===== src/rtl/ham_pkg.sv =====
// Shared Hamming(17,12) constants and FSM state type,
// used by both the encoder/serializer and the decoder.
package ham_pkg;

   localparam int DATA_W = 12;
   localparam int CW_W   = 17;
   localparam int PAR_W  = 5;
   localparam int CNT_W  = 5;

   localparam int P0_IDX = 0;
   localparam int P1_IDX = 1;
   localparam int P2_IDX = 3;
   localparam int P3_IDX = 7;
   localparam int P4_IDX = 15;

   typedef enum logic [1:0] {
      ST_IDLE  = 2'd0,
      ST_SHIFT = 2'd1,
      ST_GAP   = 2'd2
   } state_e;

endpackage


===== src/rtl/ham_enc_ser_if.sv =====
// Input word handshake bundle for ham_enc_ser.
// Optional error-injection fields exist only with HAM_ERR_INJ_EN.
interface ham_enc_ser_if;
   import ham_pkg::*;

   logic              in_valid;
   logic              in_ready;
   logic [DATA_W-1:0] in_data;
`ifdef HAM_ERR_INJ_EN
   logic              err_inj;
   logic [4:0]        err_inj_pos;

   modport master (
      output in_valid, in_data, err_inj, err_inj_pos,
      input  in_ready
   );
   modport slave (
      input  in_valid, in_data, err_inj, err_inj_pos,
      output in_ready
   );
`else
   modport master (
      output in_valid, in_data,
      input  in_ready
   );
   modport slave (
      input  in_valid, in_data,
      output in_ready
   );
`endif

endinterface


===== src/rtl/ham_enc_core.sv =====
// Combinational 12->17 even-parity Hamming encoder.
// Index k of the codeword is Hamming position k+1.
module ham_enc_core
   import ham_pkg::*;
(
   input  logic [DATA_W-1:0] data_i,
   output logic [CW_W-1:0]   cw_o
);

   logic [CW_W-1:0] c;

   always_comb begin
      c         = '0;
      c[2]      = data_i[0];
      c[6:4]    = data_i[3:1];
      c[14:8]   = data_i[10:4];
      c[16]     = data_i[11];
      c[P0_IDX] = ^{c[2], c[4], c[6], c[8],
                    c[10], c[12], c[14], c[16]};
      c[P1_IDX] = ^{c[2], c[5], c[6], c[9],
                    c[10], c[13], c[14]};
      c[P2_IDX] = ^{c[4], c[5], c[6], c[11],
                    c[12], c[13], c[14]};
      c[P3_IDX] = ^c[14:8];
      c[P4_IDX] = c[16];
      cw_o      = c;
   end

endmodule


===== src/rtl/ham_enc_ser.sv =====
// Hamming(17,12) encoder with framed serial output.
// Build option HAM_ERR_INJ_EN adds single-bit error injection.
module ham_enc_ser
   import ham_pkg::*;
#(
   parameter int GAP_CYCLES = 1,
   parameter bit LSB_FIRST  = 1'b1
) (
   input  logic            clk,
   input  logic            rst,
   ham_enc_ser_if.slave    in_if,
   output logic            ser_out_o,
   output logic            ser_frame_o,
   output logic            ser_last_o,
   output logic [CW_W-1:0] cw_out_o,
   output logic            busy_o
);

   localparam int GW = (GAP_CYCLES < 2) ? 1 : $clog2(GAP_CYCLES);
   localparam logic [GW-1:0] GAP_LAST =
      GW'((GAP_CYCLES > 0) ? GAP_CYCLES - 1 : 0);
   localparam logic [CNT_W-1:0] BIT_LAST = CNT_W'(CW_W - 1);

   state_e           state_q, state_d;
   logic [CW_W-1:0]  cw_q, cw_d;
   logic [CW_W-1:0]  sr_q, sr_d;
   logic [CNT_W-1:0] cnt_q, cnt_d;
   logic [GW-1:0]    gap_q, gap_d;
   logic [CW_W-1:0]  enc_cw, cap_cw;
   logic             accept, last_bit, gap_done, tx_bit;

   ham_enc_core u_core (
      .data_i (in_if.in_data),
      .cw_o   (enc_cw)
   );

`ifdef HAM_ERR_INJ_EN
   logic [CW_W-1:0] inj_mask;

   always_comb begin
      inj_mask = '0;
      if (in_if.err_inj && (in_if.err_inj_pos < 5'(CW_W)))
         inj_mask = CW_W'(1) << in_if.err_inj_pos;
   end

   assign cap_cw = enc_cw ^ inj_mask;
`else
   assign cap_cw = enc_cw;
`endif

   assign accept   = (state_q == ST_IDLE) && in_if.in_valid;
   assign last_bit = (cnt_q == BIT_LAST);
   assign gap_done = (gap_q == GAP_LAST);
   assign tx_bit   = LSB_FIRST ? sr_q[0] : sr_q[CW_W-1];
   assign cw_out_o = cw_q;

   always_ff @(posedge clk or posedge rst) begin
      if (rst) state_q <= ST_IDLE;
      else     state_q <= state_d;
   end

   always_comb begin
      state_d = state_q;
      unique case (state_q)
         ST_IDLE:  if (accept) state_d = ST_SHIFT;
         ST_SHIFT: if (last_bit)
                      state_d = (GAP_CYCLES > 0) ? ST_GAP : ST_IDLE;
         ST_GAP:   if (gap_done) state_d = ST_IDLE;
         default:  state_d = ST_IDLE;
      endcase
   end

   always_comb begin
      in_if.in_ready = 1'b0;
      ser_frame_o    = 1'b0;
      ser_out_o      = 1'b0;
      ser_last_o     = 1'b0;
      busy_o         = 1'b1;
      unique case (state_q)
         ST_IDLE: begin
            in_if.in_ready = 1'b1;
            busy_o         = 1'b0;
         end
         ST_SHIFT: begin
            ser_frame_o = 1'b1;
            ser_out_o   = tx_bit;
            ser_last_o  = last_bit;
         end
         default: ;
      endcase
   end

   // The shift register moves the next bit into the output slot each cycle.
   always_comb begin
      cw_d  = cw_q;
      sr_d  = sr_q;
      cnt_d = cnt_q;
      gap_d = gap_q;
      if (accept) begin
         cw_d  = cap_cw;
         sr_d  = cap_cw;
         cnt_d = '0;
      end else if (state_q == ST_SHIFT) begin
         sr_d  = LSB_FIRST ? (sr_q >> 1) : (sr_q << 1);
         gap_d = '0;
         if (!last_bit) cnt_d = cnt_q + CNT_W'(1);
      end else if (state_q == ST_GAP) begin
         gap_d = gap_q + GW'(1);
      end
   end

   always_ff @(posedge clk or posedge rst) begin
      if (rst) begin
         cw_q  <= '0;
         sr_q  <= '0;
         cnt_q <= '0;
         gap_q <= '0;
      end else begin
         cw_q  <= cw_d;
         sr_q  <= sr_d;
         cnt_q <= cnt_d;
         gap_q <= gap_d;
      end
   end

endmodule


===== src/flat_wrapper.sv =====
// flat-port wrapper written by rule: the top's interface ports become plain ports
module ham_enc_ser_flat import ham_pkg::*;
#(
   parameter int GAP_CYCLES = 1,
   parameter bit LSB_FIRST  = 1'b1
)
  (clk, rst, ser_out_o, ser_frame_o, ser_last_o, cw_out_o, busy_o, in_if_in_valid, in_if_in_data, in_if_in_ready);
  ham_enc_ser_if in_if_i ();
  input  logic clk;
  input  logic rst;
  output logic ser_out_o;
  output logic ser_frame_o;
  output logic ser_last_o;
  output logic [CW_W-1:0] cw_out_o;
  output logic busy_o;
  input wire logic [$bits(in_if_i.in_valid)-1:0] in_if_in_valid;
  input wire logic [$bits(in_if_i.in_data)-1:0] in_if_in_data;
  output wire logic [$bits(in_if_i.in_ready)-1:0] in_if_in_ready;
  assign in_if_i.in_valid = in_if_in_valid;
  assign in_if_i.in_data = in_if_in_data;
  assign in_if_in_ready = in_if_i.in_ready;
  ham_enc_ser #(.GAP_CYCLES(GAP_CYCLES), .LSB_FIRST(LSB_FIRST)) u_core (.clk(clk), .rst(rst), .in_if(in_if_i), .ser_out_o(ser_out_o), .ser_frame_o(ser_frame_o), .ser_last_o(ser_last_o), .cw_out_o(cw_out_o), .busy_o(busy_o));
endmodule

===== config.mk =====
export PLATFORM = sky130hd
export DESIGN_NAME = ham_enc_ser_flat
export DESIGN_NICKNAME = d
export VERILOG_FILES = /design/src/rtl/ham_pkg.sv /design/src/rtl/ham_enc_ser_if.sv /design/src/rtl/ham_enc_core.sv /design/src/rtl/ham_enc_ser.sv /design/src/flat_wrapper.sv
export SDC_FILE = /design/constraint.sdc
export NUM_CORES = 1
export LEC_CHECK = 0
export CORE_MARGIN = 2
export CORE_UTILIZATION = 47
export DETAILED_ROUTE_END_ITERATION = 8
export PLACE_DENSITY = 0.76
export REMOVE_ABC_BUFFERS = 1
export SYNTH_ARGS = -nofsm -noshare
export SYNTH_HDL_FRONTEND = slang
export SYNTH_SLANG_ARGS = --single-unit

===== constraint.sdc =====
create_clock -name clk -period 1.53 [get_ports clk]
set_input_delay 0.2295 -clock clk [delete_from_list [all_inputs] [get_ports clk]]
set_output_delay 0.2295 -clock clk [all_outputs]
set_load 0.03 [all_outputs]

======== Yosys cells after proc, flatten, opt, wreduce, memory -nomap -nowiden ========
Cells that the tools add are included.
operators by class
  reductions and logical operators ........ 11
  bitwise operators ....................... 1
  eq/ne operators ......................... 7
  mux-type cells .......................... 16
  add/subtract/negate cells ............... 2
operators with widths
  operator                                              number
  2-to-1 mux 17 bit                                     2
  XOR reduction 7 bit                                   3
  2-to-1 mux 5 bit                                      3
  XOR reduction 8 bit                                   1
  2-to-1 mux 1 bit                                      7
  2-to-1 mux 2 bit                                      3
  != test 2 x 1 -> 1 bit (second input constant)        3
  one-hot mux 2 bit (3 select lines)                    1
  adder 5 x 1 -> 5 bit (second input constant)          1
  equality test 5 bit (second input constant)           1
  AND reduction 2 bit                                   2
  nonzero test 2 bit                                    2
  AND reduction 3 bit                                   1
  equality test 2 x 1 -> 1 bit (second input constant)  1
  equality test 2 bit (second input constant)           1
  logical NOT 2 bit                                     1
  != test 2 bit (second input constant)                 1
  adder 1 bit (second input constant)                   1
  logical AND 1 bit                                     1
  inverter 1 bit                                        1
word-level totals
  output and inout port bits .............. 22
  word-level logic and storage cells ...... 42
  flip-flop bits (word level) ............. 41
  input port bits ......................... 15

======== Longest topological paths before layout ========
Gate-level depths: netlist of the first run.
  depth in word-level cells ............... 4
  depth in mapped cells ................... 7
  gate-level depth less buffers ........... 5

======== Modules after synthesis ========
From an unflattened synthesis of the first run, not the netlist that was laid out.
unflattened totals
  cells, all modules ...................... 211
  area, all modules ....................... 2110.8 µm²
by module, submodules not included
  module        seq. area each (µm²)  area each (µm²)  instances  cells an instance
  ham_enc_ser   1051.0                1846.8           1          179
  ham_enc_core  0.0                   264.0            1          32

======== Worst setup path before layout of the first run ========
Ideal clock, no wire load.
  path kind ............................... reg2out
  from .................................... reg u_core.state_q[1]
  to ...................................... out ser_out_o
  data arrival time ....................... 1.699 ns
  cell stages (with the launch flop) ...... 6
  path slack .............................. -0.398 ns
  path buffers ............................ 2
  data required time ...................... 1.300 ns
  cell sequence ........................... dfrtp_1 > inv_1 > ha_1 > clkbuf_1 > buf_2 > and2_1
between the ends
  cells in the longest elaborated chain, start to end .. 2
RTL lines
  element                       RTL line            RTL
  start, declared               ham_enc_ser.sv:24   state_e state_q, state_d;
  start signal, assigned        ham_enc_ser.sv:59   else state_q <= state_d;
  equality test 2 x 1 -> 1 bit  ham_enc_ser.sv:79   unique case (state_q)
  2-to-1 mux 1 bit              ham_enc_ser.sv:79
  end, declared                 flat_wrapper.sv:11  output logic ser_out_o;
No other way between the ends.

======== Final worst setup path of the first run ========
  from .................................... reg u_core.cnt_q[0]
  to ...................................... reg u_core.state_q[0]
between the ends
  cells in the longest elaborated chain, start to end .. 3
RTL lines
  element                           RTL line            RTL
  start, declared                   ham_enc_ser.sv:27   logic [CNT_W-1:0] cnt_q, cnt_d;
  start signal, assigned            ham_enc_ser.sv:121  cnt_q <= cnt_d;
  equality test 5 bit               ham_enc_ser.sv:52   assign last_bit = (cnt_q == BIT_LAST);
  != test 2 x 1 -> 1 bit (no line)  -
  AND reduction 3 bit (no line)     -
No other way between the ends.
A chain may end at the register's enable or synchronous reset.

==> impl_results.md, run 1 <==
* Outcome: finished with violations
* Violated checks: setup timing
* FF+latch area at between 1000 and 1500 µm²
* Sw power at between 2 and 2.5 mW
* Util after Layout at around 72%
* VDD IR max at a little under 1 mV
* Clock buffer depth at 2
* Die Y at roughly 70 µm
* Seq cells post-synth at 41
* Initial DRC count at 70
* Worst path arrival time at approximately 1.9 ns
* H-tree Lvls at 2
* Post-synthesis compound-gate area fraction at 9.29%
* Clock Tree Root: clkbuf_8
* First-pass GRT wire length at ~8000 µm
* Minimum clock period at 1.68 ns
* Ys flop type: dfrtp_1
* DIE WIDTH at 69.6 µm
* Placer congestion estimate at between 0.7 and 0.8
* Worst-margin pin slew at 0.473 ns
* PD cells at ~2100 nW/µm²
* Hold_buf cts at 0
* GRT overflow at 0
* GR Util met3 at 5.38%
* Sequential fraction of the synthesis area at 50.8%
* Routed len/inst at 15.6 µm
* Register share of total power at between 30% and 40%
* Diodes inserted at 0
* Placed cells at ~290
* Largest family of logic cells by synthesized area: simple AND/OR/NAND/NOR gates
* Crit path max fanout at 2
* YS warnings at 0
* Yosys cell types at 28
* Num CTS Buffers at 5
* Simple-gate area share of the yosys netlist at a little over an eighth
* TritonCTS clock tree: yes
* Antenna-violating nets left at 0
* Syn avg cell area at 10.7 µm²
* Final setup viols at 6
* Clk pin slew, worst setup/hold paths at approximately 0.080 ns
* Routed WL at around 4800 µm
* Share of cells above drive strength 1 at ~28%
* Async set-reset flop share out of synthesis at between 90% and 100%
* Hold crit path type: in -> reg
* Die area at 4840 µm²
* Slew margin rel. at roughly two thirds
* Clk_lat worst skew at a little under 0.3 ns
* CP required at about 1.7 ns
* Syn Inst Count at around 190
* Filler Cell Count at about 280
* EDFF count, synth at 0
* Comb pwr share at a little under three fifths
* Hpwl dp at about 3000 µm
* Clk pwr share at between 10 and 15%
* Post-route DRC at 0
* Worst setup path class: reg -> reg
* Core area at 4060 µm²
* Final count of pins violating max slew at 0
* Pleak at approximately 1.5 nW
* Multi-input logic area at 1010 µm²
* Vias per std cell at between 5 and 6
* Fin cells at slightly above 300
* Fmax at just under 0.6 GHz
* Vias at between 1500 and 2000
* Initial antenna violation count at 0
* Unrepaired setup endpoints after global routing: yes
* Num rows at 23
* Net count, final at 281
* Busiest grt layer: met2
* Worst setup SP type: register
* Sw Ratio at around 40%
* Hold WS at 0.267 ns
* Top-Level Pins at 37
* Initial Utilization at between 40% and 50%
* Area growth, synth to finish at 45.6%
* Cell internal pwr at 3.73 mW
* Post-synthesis mux area share at under 10%
* GR Layer Usage met2 at around 35%
* Count of input and output buffers at 36
* Final worst setup slack at -0.145 ns
* Clock Sinks at 41
* GR Util met1 at a little over a quarter
* Number of global-route vias before repair at between 1500 and 2000
* Final hold violation count at 0
* Clk_skew at about 0.0055 ns
* Maxcap violations at 0
* Adder-Cell Fraction of Synth Area at ~3.7%
* 1st-pass router iterations at 4
* Largest net degree at the start of global routing at 42
* Period utilization at 110%
* Gr usage total at about a fifth
* XOR/XNOR share of the synthesized area at about an eighth
* CP Capture Type: register
* Mapped Area at around 2000 µm²
[power by group through the flow]
stage	Clock (mW)	Combinational, mW	Sequential [mW]
floorplan	0	1.39	2.25
global placement	0	2.83	1.85
detailed placement	0	2.90	1.86
CTS	0.928	3.09	1.85
global route	0.960	3.70	1.93
finish	0.898	3.41	1.86
[cells by family (layout without fill, tap and decap cells)]
group / after synthesis / in the layout
xor gates and xnor gates: 15 / 15
muxes: 14 / 14
buffers and inverters: 18 / 91
DFF: 41 / 41
AOI/OAI and AO/OA: 34 / 34
adders and majority gates: 6 / 6
and+or+nand+nor: 60 / 60
[layer usage]
metal  up-vias  wire length (µm)
li1        774                 -
met1       765              2020
met2        42              2480
met3         9               240
met4         0                94
met5         -                 0
[final timing paths]
| path | start | to | slack, ns | cells after the start |
|---|---|---|---|---|
| min in group asynchronous | rst | u_core.sr_q[14] | 0.29 | 3 |
| max in group asynchronous | rst | u_core.cw_out_o[3] | 1.04 | 3 |
| setup / recovery | u_core.cnt_q[0] | u_core.state_q[0] | -0.15 | 6 |
| hold reg to reg | u_core.cw_out_o[6] | u_core.cw_out_o[6] | 0.48 | 2 |
| hold / removal | in_if_in_data[4] | u_core.cw_out_o[8] | 0.27 | 3 |
| setup reg to reg | u_core.cnt_q[0] | u_core.state_q[0] | -0.15 | 6 |
[layout make-up]
cell class,count,share of cell area [%]
clock buffer,7,2.93
clock inverter,1,1.02
inverter,8,1.02
multi-input combinational,129,34.3
sequential,41,34.9
tap,50,2.13
timing repair buffer,75,23.7
[what timing repair did]
item	in CTS	in global routing
pin swaps	1	5
gates resized for setup	35	21
endpoints found under the setup margin	23	22
cloned	0	0
endpoints found under the hold margin	0	0
buffers inserted	10	7
[synthesized netlist by cell type (3+ instances only)]
library cell / number / area (µm²)
a21oi_1: 9 / 45.0
o21ai_0: 5 / 25.0
xor2_1: 4 / 35.0
xnor3_1: 5 / 113
nor2_1: 5 / 18.8
ha_1: 6 / 75.1
mux2i_1: 12 / 120
clkbuf_1: 7 / 26.3
a211oi_1: 5 / 37.5
nor2b_1: 5 / 31.3
dfrtp_1: 41 / 1030
o21ai_1: 14 / 70.1
inv_1: 8 / 30.0
nand2_1: 41 / 154
xnor2_1: 3 / 26.3
[layout by cell type, fill, tap and decap left out, drive strengths merged, types with 2 or more instances in the layout]
cell,instances
buf,44
nand2,41
dfrtp,41
o21ai,19
dlygate4sd2,17
clkdlybuf4s50,13
mux2i,12
a21oi,9
inv,8
clkbuf,7
xnor3,6
ha,6
nor2b,5
a211oi,5
nor2,5
xor2,4
xnor2,3
xor3,2
and2,2
nand4,2
nand3,2
mux2,2
[stage by stage]
| step | setup slack [ns] | cell area (µm²) | total power, mW | setup TNS (ns) |
|---|---|---|---|---|
| floorplan | -0.874 | 1970 | 3.64 | -18.86 |
| CTS | -0.119 | 2820 | 5.87 | -0.333 |
| global placement | -0.277 | 2570 | 4.69 | -1.61 |
| finish | -0.145 | 2940 | 6.18 | -0.394 |
| global route | -0.213 | 2940 | 6.59 | -0.793 |
| detailed placement | -0.320 | 2570 | 4.76 | -1.95 |
[sequential cells by signal, indices dropped and copies added, names as in the netlist]
name / count
u_core.state_q: 2
u_core.gap_q: 1
u_core.cw_out_o: 16
u_core.cnt_q: 5
u_core.sr_q: 17
[worst max-delay path, stage by stage, from the launching register on]
cell and delay, ns:
dfrtp_1 0.41, inv_2 0.10, ha_4 0.13, nand4bb_1 0.12, buf_4 0.16, a221o_1 0.33, mux2_4 0.31
Note: power is estimated with default switching activity, not from simulation.
==> run 2: changes to the inputs <==
Settings changed: ABC_AREA set to 1, CORE_UTILIZATION 47 to 48.
==> impl_results.md, run 2 <==
* Placer congestion estimate at 0.895 (+17%)
* Number of global-route vias before repair at 1965 (+21%)
* Worst r2r src: u_core.cnt_q[1]
* First-pass GRT wire length at 8610 µm (+10%)
* Hold crit path type: in -> async
* Most common cell after layout, fill and taps aside: nand2_1
* R2r setup slk at 0.03 ns (+0.18 ns)
* GRT overflow at 0 (unchanged)
* Final hold violation count at 0 (unchanged)
* DIE WIDTH at 71.8 µm (+3.2%)
* Maxcap violations at 0 (unchanged)
* Die Y at 71.8 µm (+3.2%)
* Final setup viols at 1 (-5)
* Slowest Stage Delay on Critical Path at 0.41 ns (about the same)
* Initial DRC count at 108 (+54%)
* Post-route DRC at 0 (unchanged)
* Crit-path cells: inv_2 -> ha_4 -> nand2_2 -> inv_2 -> nand3_2 -> nor2_1 -> buf_4
* PD cells at 2020 nW/µm² (-3.6%)
* Syn Inst Count at 294 (+56%)
* Slew margin rel. at 74.6% (+6.6 points)
* Syn avg cell area at 7.51 µm² (-30%)
* Clock Tree Root: clkbuf_8
* Most common cell in the netlist: nand2_1
* Async set-reset flop share out of synthesis at 100% (unchanged)
* Routed len/inst at 13.0 µm (-16%)
* Seq cells post-synth at 41 (unchanged)
* Crit path max fanout at 2 (unchanged)
* CP required at 1.30 ns (-0.41 ns)
* Gr usage total at 21.1% (about the same)
* Count of input and output buffers at 36 (unchanged)
* Antenna-violating nets left at 0 (unchanged)
* Violated checks: setup timing
* Area growth, synth to finish at 35.6%
* Filler Cell Count at 372 (+32%)
* FF+latch area at 1030 µm² (unchanged)
* Clock buffer depth at 2 (unchanged)
* Net count, final at 376 (+34%)
* 1st-pass router iterations at 4 (unchanged)
* Period utilization at 101% (-8.8 points)
* Commonest cells in the synthesized netlist: nand2_1, dfrtp_1, nand3_1, inv_1, nor2_1
* Diodes inserted at 0 (unchanged)
* Max FFs per register at 17 (unchanged)
* EDFF count, synth at 0 (unchanged)
* Critical Path Source: u_core.cnt_q[1]
* Sequential fraction of the synthesis area at 46.5% (-4.3 points)
* Place WS at -0.0943 ns (+0.226 ns)
* Vias at 2096 (+32%)
* Worst-margin pin slew at 0.379 ns (-0.0938 ns)
* TritonCTS clock tree: yes
* Minimum clock period at 1.54 ns (-0.135 ns)
* Num CTS Buffers at 5 (unchanged)
* Clk pin slew, worst setup/hold paths at 0.08 ns (about the same)
* Initial Utilization at 50.4% (+0.57 points)
* End of the critical path: ser_last_o
* Num rows at 24 (+4.3%)
* Largest area contributor in the netlist: dfrtp_1
* CP max stage cell: dfrtp_1
* Outcome: finished with violations
* Most frequent cells in the layout: nand2_1, dfrtp_1, buf_4, nand3_1
* Worst path arrival time at 1.31 ns (-0.54 ns)
* Yosys cell types at 25 (-11%)
* Worst reg2reg path endpoint: u_core.state_q[0]
* Synth area leaders: dfrtp_1, nand2_1, nand3_1
* Util after Layout at 68.3% (-4.2 points)
* Initial antenna violation count at 0 (unchanged)
* Pleak at 1.60 nW (+10%)
* Clk_lat worst skew at 0.30 ns (about the same)
* Final worst setup slack at -0.0103 ns (+0.135 ns)
* Largest net degree at the start of global routing at 42 (unchanged)
* CP Capture Type: output pin
* VDD IR max at 1.13 mV (+14%)
* Final count of pins violating max slew at 0 (unchanged)
* Hpwl dp at 3570 µm (+20%)
* Biggest register: u_core.sr_q
* YS warnings at 0 (unchanged)
* Yosys top cell area share at 46.5% (-4.3 points)
* Die area at 5160 µm² (+6.6%)
* Routed WL at 5300 µm (+9.6%)
* Reg2Reg Depth at 10 (+4)
* Top-Level Pins at 37 (unchanged)
* Worst setup path class: reg -> out
* Multi-input logic area at 1060 µm² (+5.0%)
* Ys flop type: dfrtp_1
* CP dominant cell by count: inv_2
* H-tree Lvls at 2 (unchanged)
* Mapped Area at 2210 µm² (+9.3%)
* Vias per std cell at 5.14 (+0.48%)
* Share of cells above drive strength 1 at 18.3% (-9.7 points)
* Worst setup SP type: register
* Clock Sinks at 41 (unchanged)
* Core area at 4380 µm² (+8.0%)
* Fmax at 0.649 GHz (+8.8%)
* Clk_skew at 0.00378 ns (-0.00172 ns)
* Unrepaired setup endpoints after global routing: yes
run 2: changes by cell type after synthesis, moves of 7 or more:
cell	before	now
nor2_1	5	13
mux2i_1	12	0
nand3_1	2	26
inv_2	0	7
o21ai_1	14	1
inv_1	8	23
nand2_1	41	124
run 2: logic make-up after synthesis:
group / count (synthesis) / synth area share (%)
xor+xnor: 6 / 2.38
buf+inv: 42 / 8.16
fa+ha+maj: 6 / 3.40
compound gates: 30 / 8.44
simple gates: 169 / 31.2
flops: 41 / 46.5
run 2: critical path, delay by kind of cell, from the launching register on:
kind	cells	cell delay [ns]
simple gates	3	0.19
fa+ha+maj	1	0.13
buf+inv	3	0.29
flops	1	0.41
run 2: worst min path at each step:
stage	from	to	slack, ns	cells after the start
floorplan	in_if_in_data[0]	u_core.cw_out_o[2]	0.36	2
global placement	u_core.gap_q	u_core.gap_q	0.46	1
detailed placement	u_core.cw_out_o[13]	u_core.cw_out_o[13]	0.46	2
CTS	rst	u_core.gap_q	0.29	3
global route	rst	u_core.cw_out_o[5]	0.30	3
finish	rst	u_core.gap_q	0.27	3
run 2: final cells by class:
type	count	share of cell area, %
clock buffer	7	2.88
clock inverter	1	1.00
inverter	31	3.89
multi-input combinational	211	35.4
sequential	41	34.3
tap	52	2.17
timing repair buffer	65	20.4
run 2: layer usage:
| layer | GRT usage [%] | share of wire, % | vias to the layer above |
|---|---|---|---|
| met5 | 0 | 0 | - |
| met4 | 5.24 | 1.1 | 0 |
| met3 | 4.92 | 3.9 | 8 |
| met2 | 36.1 | 50 | 41 |
| met1 | 27.1 | 45 | 992 |
| li1 | - | - | 1055 |
run 2: per-stage QoR:
stage | setup TNS [ns] | power, mW | instances | instance area, µm² | hold WS, ns
3_3_place_gp | -0.0504 | 4.81 | 388 | 2720 | 0.461
3_5_place_dp | -0.427 | 4.87 | 388 | 2720 | 0.465
5_1_grt | -0.195 | 6.47 | 408 | 2990 | 0.298
6_report | -0.0103 | 6.06 | 408 | 2990 | 0.275
4_1_cts | -0.0451 | 5.78 | 401 | 2880 | 0.288
2_1_floorplan | -28.42 | 3.63 | 283 | 2140 | 0.358
run 2: where the power goes:
part / leakage (nW) / internal (mW) / switching, mW / total [mW]
Clock: 0.0585 / 0.532 / 0.383 / 0.915
Sequential: 0.512 / 1.59 / 0.271 / 1.86
Combinational: 1.03 / 1.36 / 1.92 / 3.28
Total: 1.60 / 3.49 / 2.57 / 6.06
run 2: repair_timing:
| item | in CTS | in global routing |
|---|---|---|
| pin swaps | 1 | 5 |
| setup buffers | 5 | 6 |
| endpoints found under the setup margin | 20 | 18 |
| gates cloned | 0 | 1 |
| resized for setup | 26 | 14 |
| hold buffers | 0 | 0 |
